==> src/rtl/secuenciador_serpiente.sv <==
// ============================================================================
//  Module   : secuenciador_serpiente
//  Purpose  : Per-tick snake body update. Computes the new head, checks walls
//             and food, shifts the body RAM one slot toward the tail while
//             checking for self-collision, then writes the new head.
//  Option   : SERPIENTE_PAREDES_CICLICAS_EN -> board edges wrap around
//             instead of ending the game.
//  Revision : 1.0 - initial release
// ============================================================================
`default_nettype none

module secuenciador_serpiente #(
    parameter int ANCHO    = 40,
    parameter int ALTO     = 30,
    parameter int LONG_MAX = 64,
    parameter int LONG_INI = 3,
    parameter int X_INI    = 10,
    parameter int Y_INI    = 15
) (
    input  logic                        clk_i,
    input  logic                        rst_ni,
    input  logic                        paso_i,
    input  logic [2:0]                  accion_i,
    input  logic [5:0]                  comida_x_i,
    input  logic [5:0]                  comida_y_i,
    input  logic [11:0]                 mem_rdata_i,
    output logic [$clog2(LONG_MAX)-1:0] mem_dir_o,
    output logic                        mem_we_o,
    output logic [11:0]                 mem_wdata_o,
    output logic [5:0]                  cabeza_x_o,
    output logic [5:0]                  cabeza_y_o,
    output logic [6:0]                  longitud_o,
    output logic                        comida_nueva_o,
    output logic                        fin_juego_o,
    output logic                        ocupado_o
);

    localparam int AW = $clog2(LONG_MAX);

    localparam logic [2:0] S_INIT     = 3'd0;
    localparam logic [2:0] S_REPOSO   = 3'd1;
    localparam logic [2:0] S_CALC     = 3'd2;
    localparam logic [2:0] S_LEER     = 3'd3;
    localparam logic [2:0] S_ESCRIBIR = 3'd4;
    localparam logic [2:0] S_CABEZA   = 3'd5;
    localparam logic [2:0] S_FIN      = 3'd6;

    localparam logic [5:0]    C_ANCHO_M1 = 6'(ANCHO - 1);
    localparam logic [5:0]    C_ALTO_M1  = 6'(ALTO - 1);
    localparam logic [6:0]    C_LONG_MAX = 7'(LONG_MAX);
    localparam logic [AW-1:0] C_UNO      = AW'(1);
    localparam logic [AW-1:0] C_INI_ULT  = AW'(LONG_INI - 1);

    logic [2:0]    state_q, state_d;
    logic [AW-1:0] idx_q, idx_d;
    logic [2:0]    accion_q, accion_d;
    logic [5:0]    hx_q, hx_d, hy_q, hy_d;
    logic          comer_q, comer_d;
    logic [5:0]    cabeza_x_q, cabeza_x_d, cabeza_y_q, cabeza_y_d;
    logic [6:0]    longitud_q, longitud_d;
    logic          fin_q, fin_d;

    logic [5:0]    nx_w, ny_w;
    logic          borde_w, pared_w;
    logic          mem_we_w, falla_w;
    logic [AW-1:0] mem_dir_w;
    logic [11:0]   mem_wdata_w;

    // Candidate head one step along the latched direction; borde_w flags an edge crossing
    always_comb begin
        nx_w    = cabeza_x_q;
        ny_w    = cabeza_y_q;
        borde_w = 1'b0;
        case (accion_q)
            3'd1: begin
                borde_w = (cabeza_y_q == 6'd0);
                ny_w    = borde_w ? C_ALTO_M1 : cabeza_y_q - 6'd1;
            end
            3'd2: begin
                borde_w = (cabeza_y_q == C_ALTO_M1);
                ny_w    = borde_w ? 6'd0 : cabeza_y_q + 6'd1;
            end
            3'd3: begin
                borde_w = (cabeza_x_q == 6'd0);
                nx_w    = borde_w ? C_ANCHO_M1 : cabeza_x_q - 6'd1;
            end
            3'd4: begin
                borde_w = (cabeza_x_q == C_ANCHO_M1);
                nx_w    = borde_w ? 6'd0 : cabeza_x_q + 6'd1;
            end
            default: ;
        endcase
    end

`ifdef SERPIENTE_PAREDES_CICLICAS_EN
    assign pared_w = 1'b0;
`else
    assign pared_w = borde_w;
`endif

    // Sequencer next-state logic and RAM port drive
    always_comb begin
        state_d     = state_q;
        idx_d       = idx_q;
        accion_d    = accion_q;
        hx_d        = hx_q;
        hy_d        = hy_q;
        comer_d     = comer_q;
        cabeza_x_d  = cabeza_x_q;
        cabeza_y_d  = cabeza_y_q;
        longitud_d  = longitud_q;
        fin_d       = fin_q;
        mem_we_w    = 1'b0;
        mem_dir_w   = '0;
        mem_wdata_w = '0;
        falla_w     = 1'b0;
        case (state_q)
            S_INIT: begin
                mem_we_w    = 1'b1;
                mem_dir_w   = idx_q;
                mem_wdata_w = {6'(Y_INI), 6'(X_INI) - 6'(idx_q)};
                if (idx_q == C_INI_ULT) begin
                    idx_d   = '0;
                    state_d = S_REPOSO;
                end else begin
                    idx_d = idx_q + C_UNO;
                end
            end
            S_REPOSO: begin
                if (paso_i && (accion_i >= 3'd1) && (accion_i <= 3'd4) && !fin_q) begin
                    accion_d = accion_i;
                    state_d  = S_CALC;
                end
            end
            S_CALC: begin
                if (pared_w) begin
                    falla_w = 1'b1;
                    fin_d   = 1'b1;
                    state_d = S_FIN;
                end else begin
                    hx_d    = nx_w;
                    hy_d    = ny_w;
                    comer_d = ({ny_w, nx_w} == {comida_y_i, comida_x_i});
                    // Growing keeps the old tail, so the shift starts one slot further out
                    if (comer_d && (longitud_q < C_LONG_MAX))
                        idx_d = AW'(longitud_q);
                    else
                        idx_d = AW'(longitud_q - 7'd1);
                    state_d = S_LEER;
                end
            end
            S_LEER: begin
                mem_dir_w = idx_q - C_UNO;
                state_d   = S_ESCRIBIR;
            end
            S_ESCRIBIR: begin
                mem_dir_w   = idx_q;
                mem_wdata_w = mem_rdata_i;
                if (mem_rdata_i == {hy_q, hx_q}) begin
                    falla_w = 1'b1;
                    fin_d   = 1'b1;
                    state_d = S_FIN;
                end else begin
                    mem_we_w = 1'b1;
                    idx_d    = idx_q - C_UNO;
                    state_d  = (idx_q != C_UNO) ? S_LEER : S_CABEZA;
                end
            end
            S_CABEZA: begin
                mem_we_w    = 1'b1;
                mem_wdata_w = {hy_q, hx_q};
                cabeza_x_d  = hx_q;
                cabeza_y_d  = hy_q;
                if (comer_q && (longitud_q < C_LONG_MAX))
                    longitud_d = longitud_q + 7'd1;
                state_d = S_REPOSO;
            end
            S_FIN: ;
            default: begin
                idx_d   = '0;
                state_d = S_INIT;
            end
        endcase
    end

    // State and datapath registers
    always_ff @(posedge clk_i or negedge rst_ni) begin
        if (!rst_ni) begin
            state_q    <= S_INIT;
            idx_q      <= '0;
            accion_q   <= 3'd0;
            hx_q       <= 6'd0;
            hy_q       <= 6'd0;
            comer_q    <= 1'b0;
            cabeza_x_q <= 6'(X_INI);
            cabeza_y_q <= 6'(Y_INI);
            longitud_q <= 7'(LONG_INI);
            fin_q      <= 1'b0;
        end else begin
            state_q    <= state_d;
            idx_q      <= idx_d;
            accion_q   <= accion_d;
            hx_q       <= hx_d;
            hy_q       <= hy_d;
            comer_q    <= comer_d;
            cabeza_x_q <= cabeza_x_d;
            cabeza_y_q <= cabeza_y_d;
            longitud_q <= longitud_d;
            fin_q      <= fin_d;
        end
    end

    // RAM port reads idle while reset is held, even though INIT is already selected
    assign mem_we_o       = mem_we_w & rst_ni;
    assign mem_dir_o      = rst_ni ? mem_dir_w : '0;
    assign mem_wdata_o    = rst_ni ? mem_wdata_w : 12'd0;
    assign cabeza_x_o     = cabeza_x_q;
    assign cabeza_y_o     = cabeza_y_q;
    assign longitud_o     = longitud_q;
    assign comida_nueva_o = (state_q == S_CABEZA) && comer_q;
    assign fin_juego_o    = fin_q | falla_w;
    assign ocupado_o      = (state_q != S_REPOSO) && (state_q != S_FIN);

endmodule

`default_nettype wire

==> config.mk <==
export PLATFORM = sky130hd
export DESIGN_NAME = secuenciador_serpiente
export DESIGN_NICKNAME = d
export VERILOG_FILES = /design/src/rtl/secuenciador_serpiente.sv
export SDC_FILE = /design/constraint.sdc
export NUM_CORES = 1
export LEC_CHECK = 0
export ABC_AREA = 1
export ABC_CLOCK_PERIOD_IN_PS = 2500
export CORE_MARGIN = 8
export CORE_UTILIZATION = 45
export CTS_BUF_LIST = sky130_fd_sc_hd__clkbuf_8
export DETAILED_ROUTE_END_ITERATION = 6
export GPL_TIMING_DRIVEN = 1
export PLACE_DENSITY_LB_ADDON = 0.25
export SYNTH_ARGS = -nofsm -noshare
export SYNTH_HDL_FRONTEND = slang
export SYNTH_SLANG_ARGS = --single-unit
==> constraint.sdc <==
create_clock -name clk_i -period 2.5 [get_ports clk_i]
set_input_delay 0.5 -clock clk_i [delete_from_list [all_inputs] [get_ports clk_i]]
set_output_delay 0.5 -clock clk_i [all_outputs]
set_load 0.005 [all_outputs]
# Yosys cells after proc, flatten, opt, wreduce, memory -nomap -nowiden
# Cells that the tools add are included.
dict set report op_classes {
  n_eq_ne 24
  magnitude_cmp 3
  muxes 30
  n_bitwise 5
  addsub 9
  n_reduce_logical 21
}
# op n
set op_table {}
lappend op_table {{2-to-1 mux 6 bit} 9}
lappend op_table {{one-hot mux 12 bit (3 select lines)} 1}
lappend op_table {{one-hot mux 6 bit (2 select lines)} 3}
lappend op_table {{== test 12 bit} 2}
lappend op_table {{one-hot mux 6 bit (4 select lines)} 1}
lappend op_table {{subtractor 6 x 1 -> 6 bit, second input constant} 4}
lappend op_table {{one-hot mux 3 bit (7 select lines)} 1}
lappend op_table {{adder 6 x 1 -> 6 bit, second input constant} 3}
lappend op_table {{2-to-1 mux 3 bit} 5}
lappend op_table {{== test 3 x 2 -> 1 bit, second input constant} 4}
lappend op_table {{== test 3 bit, second input constant} 4}
lappend op_table {{logical NOT 6 bit} 2}
lappend op_table {{2-to-1 mux 12 bit} 1}
lappend op_table {{!= test 2 bit, second input constant} 6}
lappend op_table {{AND reduction 3 bit} 3}
lappend op_table {{adder 7 x 1 -> 7 bit, second input constant} 1}
lappend op_table {{logical AND 1 bit} 7}
lappend op_table {{< comparator 7 bit, second input constant} 1}
lappend op_table {{== test 3 x 1 -> 1 bit, second input constant} 2}
lappend op_table {{== test 6 x 2 -> 1 bit, second input constant} 1}
lappend op_table {{== test 6 x 5 -> 1 bit, second input constant} 1}
lappend op_table {{== test 6 bit, second input constant} 1}
lappend op_table {{!= test 6 x 1 -> 1 bit, second input constant} 1}
lappend op_table {{one-hot mux 1 bit (2 select lines)} 3}
lappend op_table {{other kinds (16)} 25}
dict set report totals {
  input_bits 30
  regBits 45
  wordCells 102
  out_inout_bits 41
}

# Logic depth before layout (Yosys ltp)
dict set report depth {
  word_depth 8
  ltp_mapped 19
  mapped_depth_nobuf 19
}

# Least setup slack after synthesis
# Ideal clock, no wire load.
dict set report synth_path {
  path_type {reg-to-output}
  from {register cabeza_y_q[0], in the netlist cabeza_y_o[0]}
  to {output port fin_juego_o}
  path_buffers 0
  path_slack_ns 0.305
  stages_incl_launch_ff 9
  required_ns 2.000
  arrival_ns 1.695
  cell_sequence {dfstp_2 inv_2 ha_1 nand3_1 nor2_1 a21oi_1 o2111ai_2 o211ai_2 nand2_1}
}
dict set report synth_via {
  elab_chain_len 5
  elab_cells_between_ends 6
  cone_classes {eq/ne (1); mux (3); bitwise (1); reduce/logical (1)}
}
# element line
set synth_rtl {}
lappend synth_rtl {{start, declared} 59} ;# logic [5:0] cabeza_x_q, cabeza_x_d, cabeza_y_q, cabeza_y_d;
lappend synth_rtl {{start signal, assigned} 196} ;# cabeza_y_q <= 6'(Y_INI);
lappend synth_rtl {{start signal, assigned} 207} ;# cabeza_y_q <= cabeza_y_d;
lappend synth_rtl {{== test 6 x 5 -> 1 bit or logical NOT 6 bit (tied branches)} {80, 76}}
lappend synth_rtl {{one-hot mux 1 bit (4 select lines) (*)} 74} ;# case (accion_q)
lappend synth_rtl {{2-to-1 mux 1 bit (*)} 136} ;# if (pared_w) begin
lappend synth_rtl {{one-hot mux 1 bit (2 select lines) (*)} 117} ;# case (state_q)
lappend synth_rtl {{bitwise OR 1 bit (*)} 221} ;# assign fin_juego_o = fin_q | falla_w;
lappend synth_rtl {{end, declared} 34} ;# output logic fin_juego_o,
# Every way passes the cells marked *; elsewhere a longest branch is shown, timed or not.

# Worst setup path in the final report
dict set report layout_path {
  from {input port mem_rdata_i[2]}
  to {output port mem_we_o}
}
dict set report layout_via {
  elab_chain_len 4
}
# element line
set layout_rtl {}
lappend layout_rtl {{start, declared} 26} ;# input logic [11:0] mem_rdata_i,
lappend layout_rtl {{== test 12 bit} 159} ;# if (mem_rdata_i == {hy_q, hx_q}) begin
lappend layout_rtl {{2-to-1 mux 1 bit} 159}
lappend layout_rtl {{one-hot mux 1 bit (2 select lines)} 117}
lappend layout_rtl {{AND 1 bit} 214} ;# assign mem_we_o = mem_we_w & rst_ni;
lappend layout_rtl {{end, declared} 28} ;# output logic mem_we_o,
# Every way passes these cells.

==> results.cfg <==
[grt]
grt_usage_pct = 22.5
grt_pass1_vias = 4411
grt_max_degree = 37
antenna_found_initial = 0
grt_pass1_wl_um = 21400
grt_remaining_overflow = 0

[route]
dr.pass1.iters = 4
drt_iter0_markers = 216
detail_route.wl_per_cell_um = 16.4
drt-total-wl_um = 13900
vias_per_cell = 5.34
drc_errors = 0
drtAntennaViolNets = 0
via_count = 4535

[clocking]
htreeDepth = 2
cts-buffers-inserted = 5
cts_max_path_buffers = 2
clk_latency_ns = 0.31
postCtsHoldBufs = 0
cts_tree = done
cts-root-buf = clkbuf_8
clk_pin_slew_ns = 0.09
cts_sinks = 45

[cells_and_area]
instances_no_fill = 849
layout_commonest_cell = nand2_1
drive_gt1_share_pct = 30.5
n_antenna_cell = 0
final_cell_area_mm2 = 0.00573
multi_input_area_mm2 = 0.00270
final_cell_mix = nand2_1 (172), buf_4 (81), inv_1 (52)
syn2layout_area_growth_pct = 47.9
fillers = 719
seq_area_mm2 = 0.00114
final_util_pct = 67.0
fin_nets = 781

[synthesis]
synth_area_mm2 = 0.00388
synth_fp_nets = 631
async_reset_ff_share_pct = 100
yosys_warnings = 0
syn_inst = 590
synth.avg_cell_area_um2 = 6.57
post_synth_num_cell_types = 41
ys_ff_latch = 45
synth_edf_count = 0
ys_seq_area_share_pct = 29.3
ys.flop_type = dfrtp_1

[timing]
fmax_ghz = 0.409
setup_violations = 0
period_share_pct = 97.9
holdWs_ns = 0.131
worstMarginPinSlew_ns = 0.616
skew_ns = 0.00828
setup_ws_ns = 0.0533
slew_headroom_pct = 58.9
finalHoldViolCount = 0
slew_viol_final = 0
finalCriticalPeriod_ns = 2.45
finalSetupTns_ns = 0
rsz0062_at_grt = true

[setup_path]
critPathKind = primary input to primary output
path_max_fanout = 2
worstSetupStartpoint = mem_rdata_i[2]
critPathCaptureType = primary output
cp.required_ns = 2.00
ff2ff_setup_slack_ns = 0.07
regToRegStartpoint = cabeza_y_o[1]
rr_worst_depth = 17
cp-start-kind = primary input
arrival_ns = 1.95

[min_path]
hold_class = primary input to asynchronous set/reset pin

[place]
io_buffers = 70
globalplace.congestion = 0.984
place_hpwl_um = 10300
place_area_mm2 = 0.00503
dp_slack_ns = -0.585
placed_cells = 807

[pwr]
power_mw = 1.43
powerDensity_mw_per_mm2 = 250
peakVddDrop_v = 0.000223
p_leak_nw = 2.79

[die]
core_mm2 = 0.00855
dieArea_mm2 = 0.0118
fp.dieW_um = 109
start_util_pct = 45.3
ioPinCount = 71
die_y_um = 109
row_count = 34

[job]
drv_cap = 0

[outcome]
status = completed
critical path, stage by stage:
cell           delay (ns)
dlygate4sd2_1        0.26
xor2_1               0.17
nor4_2               0.40
nand3_4              0.13
inv_2                0.07
nor2_2               0.04
nor3_2               0.15
nor2_1               0.07
buf_2                0.16
final cells by class:
type / instances / share of cell area [%]
Timing Repair Buffer: 156 / 23.3
Tap cell: 108 / 2.36
Multi-Input combinational cell: 455 / 47.2
Clock buffer: 6 / 1.44
Clock inverter: 2 / 0.655
Sequential cell: 45 / 20.0
Inverter: 77 / 5.09
Yosys cell counts, drive strengths merged, types with 2 or more instances:
| cell type | instances | share of area [%] |
|---|---|---|
| nand2 | 188 | 19 |
| inv | 75 | 7.3 |
| nand3 | 68 | 9.9 |
| nor2 | 46 | 5.3 |
| o21ai | 44 | 5.8 |
| dfrtp | 37 | 24 |
| xor2 | 27 | 6.1 |
| a21oi | 18 | 2.3 |
| nand4 | 16 | 2.7 |
| ha | 11 | 3.6 |
| clkbuf | 9 | 0.87 |
| nor3 | 9 | 1.5 |
| dfstp | 8 | 5.4 |
| nand3b | 6 | 1.2 |
| buf | 4 | 0.81 |
| o211ai | 4 | 0.90 |
| a31oi | 3 | 0.48 |
| mux2 | 3 | 0.87 |
| nor4 | 3 | 0.48 |
| xnor2 | 3 | 0.68 |
| clkinv | 2 | 0.19 |
power breakdown:
part | total, mW | switching (mW) | internal (mW)
Clock | 0.594 | 0.269 | 0.325
Sequential | 0.728 | 0 | 0.728
Combinational | 0.108 | 0.0580 | 0.0503
Total | 1.43 | 0.327 | 1.10
flip-flops by register name, indices dropped and copies added, names as in the netlist:
signal and count:
hy_q 6, accion_q 3, cabeza_x_o 6, longitud_o 7, fin_q 1, idx_q 6, state_q 3, hx_q 6
cabeza_y_o 6, comer_q 1
kinds of logic (layout without fill, tap and decap cells):
kind of cell             after synthesis  in the layout  synth area share (%)
flip-flops                            45             45                  29.3
adder cells (fa/ha/maj)               11             11                  3.55
AND/OR/NAND/NOR                      338            338                  39.9
buffers and inverters                 90            241                  9.13
AO/OA/AOI/OAI                         73             73                  10.5
XOR/XNOR                              30             30                  6.78
multiplexers                           3              3                 0.871
per-layer routing:
layer,track usage [%],share of wire (%)
met5,0,0
met4,9.19,2.6
met3,3.78,6.7
met2,38.2,50
met1,27.8,41
path summary, 6_finish.rpt:
check                                endpoint
max in group asynchronous       cabeza_y_o[2]
min in group clk_i                      fin_q
worst min-delay path            cabeza_x_o[0]
worst max-delay path                 mem_we_o
worst min register to register          fin_q
worst max register to register       idx_q[2]
what timing repair did:
action | in CTS | in global routing
setup buffers | 24 | 12
pin swaps | 12 | 35
endpoints found under the setup margin | 21 | 19
endpoints found under the hold margin | 0 | 0
resized for setup | 61 | 78
(Power assumes the default switching activity.)
==> variant (same flow settings) <==
`LONG_MAX`: 64 -> 128.
--- a/src/rtl/secuenciador_serpiente.sv
+++ b/src/rtl/secuenciador_serpiente.sv
@@ -13,5 +13,5 @@
     parameter int ANCHO    = 40,
     parameter int ALTO     = 30,
-    parameter int LONG_MAX = 64,
+    parameter int LONG_MAX = 128,
     parameter int LONG_INI = 3,
     parameter int X_INI    = 10,
Interface: changed (resized mem_dir_o); port bits go from 71 to 72. The function was not compared with the original's and may differ.
==> variant against the original RTL <==
Global-route usage shrank 2.3 points. Register-to-register slack gained 0.26 ns. Sequential cell count shrank 6. Total power shrank 8.8%. Worst setup slack gained 0.0042 ns. Design area shrank 14%. Critical path type is now flop to output pin. Die area shrank 7.1%. Utilization shrank 2.9 points. Synthesized area shrank 8.3%. Wire length shrank 14%. Sequential share of layout area grew 0.12 points. Final cell count shrank 7.3%. First-iteration DRC count grew 24%.
==> variant: results (changes against the original RTL) <==
H-tree levels: 2 (unchanged)
Top post-synthesis cells by count: 186 x nand2_1, 69 x inv_1, 54 x nand3_1, 53 x nor2_1, 35 x o21ai_0 (was 185 x nand2_1, 63 x inv_1, 61 x nand3_1, 42 x o21ai_0, 39 x nor2_1)
Critical path peak fanout: 12 (was 2)
Placer Congestion: 0.974 (was 0.984)
Iter 0 DRT Violations: 267 (was 216)
Share of post-route cells with drive strength above 1: 0.187 (was 0.305)
Pleak: 0.00251 uW (was 0.00279 uW)
Pin count of the biggest net entering global routing: 26 (was 37)
Drt first pass iters: 7 (was 4)
Post-DP HPWL: 9030 um (was 10300 um)
Mux cell area share after synthesis: 0 (was 0.00872)
Clock Skew: 0.00429 ns (was 0.00828 ns)
Yosys warning count: 0 (unchanged)
Compound-Gate Fraction of Synth Area: 0.127 (was 0.105)
Adder-Cell Fraction of Synth Area: 0.0317 (was 0.0355)
Post-Synth XOR/XNOR Area: 0.0542 (was 0.0678)
Maxcap violations: 0 (unchanged)
First-pass GRT wire length: 18600 um (was 21400 um)
GRT Total Usage: 0.202 (was 0.225)
Post-DR wirelength/cell: 15.1 um (was 16.4 um)
Synth cell types: 41 (unchanged)
Mapped Cells: 567 (was 590)
Slowest stage delay, CP: 0.52 ns (was 0.40 ns)
Final layout net count: 723 (was 781)
Routed vias/inst: 5.39 (was 5.34)
Via count: 4240 (was 4535)
Worst hold path class: input port to asynchronous set/reset pin (unchanged)
# port buffers: 64 (was 70)
# diodes: 0 (unchanged)
Slowest-stage cell, CP: clkdlybuf4s50_1 (was nor4_2)
Seq/Total Area, Yosys: 0.277 (was 0.293)
VDD IR max: 0.167 mV (was 0.223 mV)
Status: finished, final reports clean (unchanged)
Vias in the first global route: 3917 (was 4411)
Cells taking the most area after synthesis: dfrtp_1 23%, nand2_1 20%, nand3_1 7.6% (was dfrtp_1 24%, nand2_1 18%, nand3_1 7.9%)
Placed Cells: 755 (was 807)
## variant: where the power goes
part	leakage, uW	total (uW)	switching, uW	internal (uW)
clock	0.0000612	563	240	323
sequential	0.000481	631	0	631
combinational	0.00196	111	53.4	57.7
total	0.00251	1310	294	1010
## variant: final timing paths
kind,start,endpoint,slack (ns),cells after the start
worst max register to register,cabeza_y_o[0],idx_q[2],0.33,13
worst max-delay path,state_q[2],mem_wdata_o[7],0.06,6
min in group clk_i,fin_q,fin_q,0.51,2
worst min-delay path,rst_ni,hy_q[2],0.03,1
worst min register to register,fin_q,fin_q,0.51,2
max in group asynchronous,rst_ni,cabeza_x_o[1],1.65,3
## variant: cell type report
class | count | area (um^2)
sequential | 39 | 990
multi-input combinational | 437 | 2270
clock inverter | 2 | 35.0
inverter | 75 | 287
tap | 102 | 128
fill | 712 | 2760
clock buffer | 6 | 82.6
timing repair buffer | 126 | 1140
## variant: cells by family after synthesis
group                      after synthesis
other                                    2
DFF                                     39
buffers and inverters                   96
xor gates and xnor gates                22
and+or+nand+nor                        323
adders and majority gates                9
AOI/OAI and AO/OA                       76
## variant: worst max-delay path, delay by kind of cell (launching register included)
family / cells / cell delay, ns
AO/OA/AOI/OAI: 1 / 0.15
AND/OR/NAND/NOR: 2 / 0.33
buffers and inverters: 3 / 0.75
flip-flops: 1 / 0.42
## variant: layer usage
| layer | share of wire | GRT usage |
|---|---|---|
| met1 | 0.44 | 0.265 |
| met2 | 0.46 | 0.324 |
| met3 | 0.074 | 0.0436 |
| met4 | 0.026 | 0.0612 |
| met5 | 0 | 0 |
## variant: timing repair
action                     4_1_cts  5_1_grt
setup buffers                   13       11
resized for setup               32       36
pin swaps                        5       11
hold endpoints to repair         0        0
setup endpoints to repair       21       18
## variant: stage by stage
step                       util  setup WS, ns  instance area [um^2]
final                     0.641        0.0575                  4930
after global routing      0.641       -0.0397                  4930
after CTS                 0.619       -0.0813                  4760
after detailed placement  0.584        -0.359                  4490
after global placement    0.584        -0.316                  4490
after floorplan               -         0.320                  3570
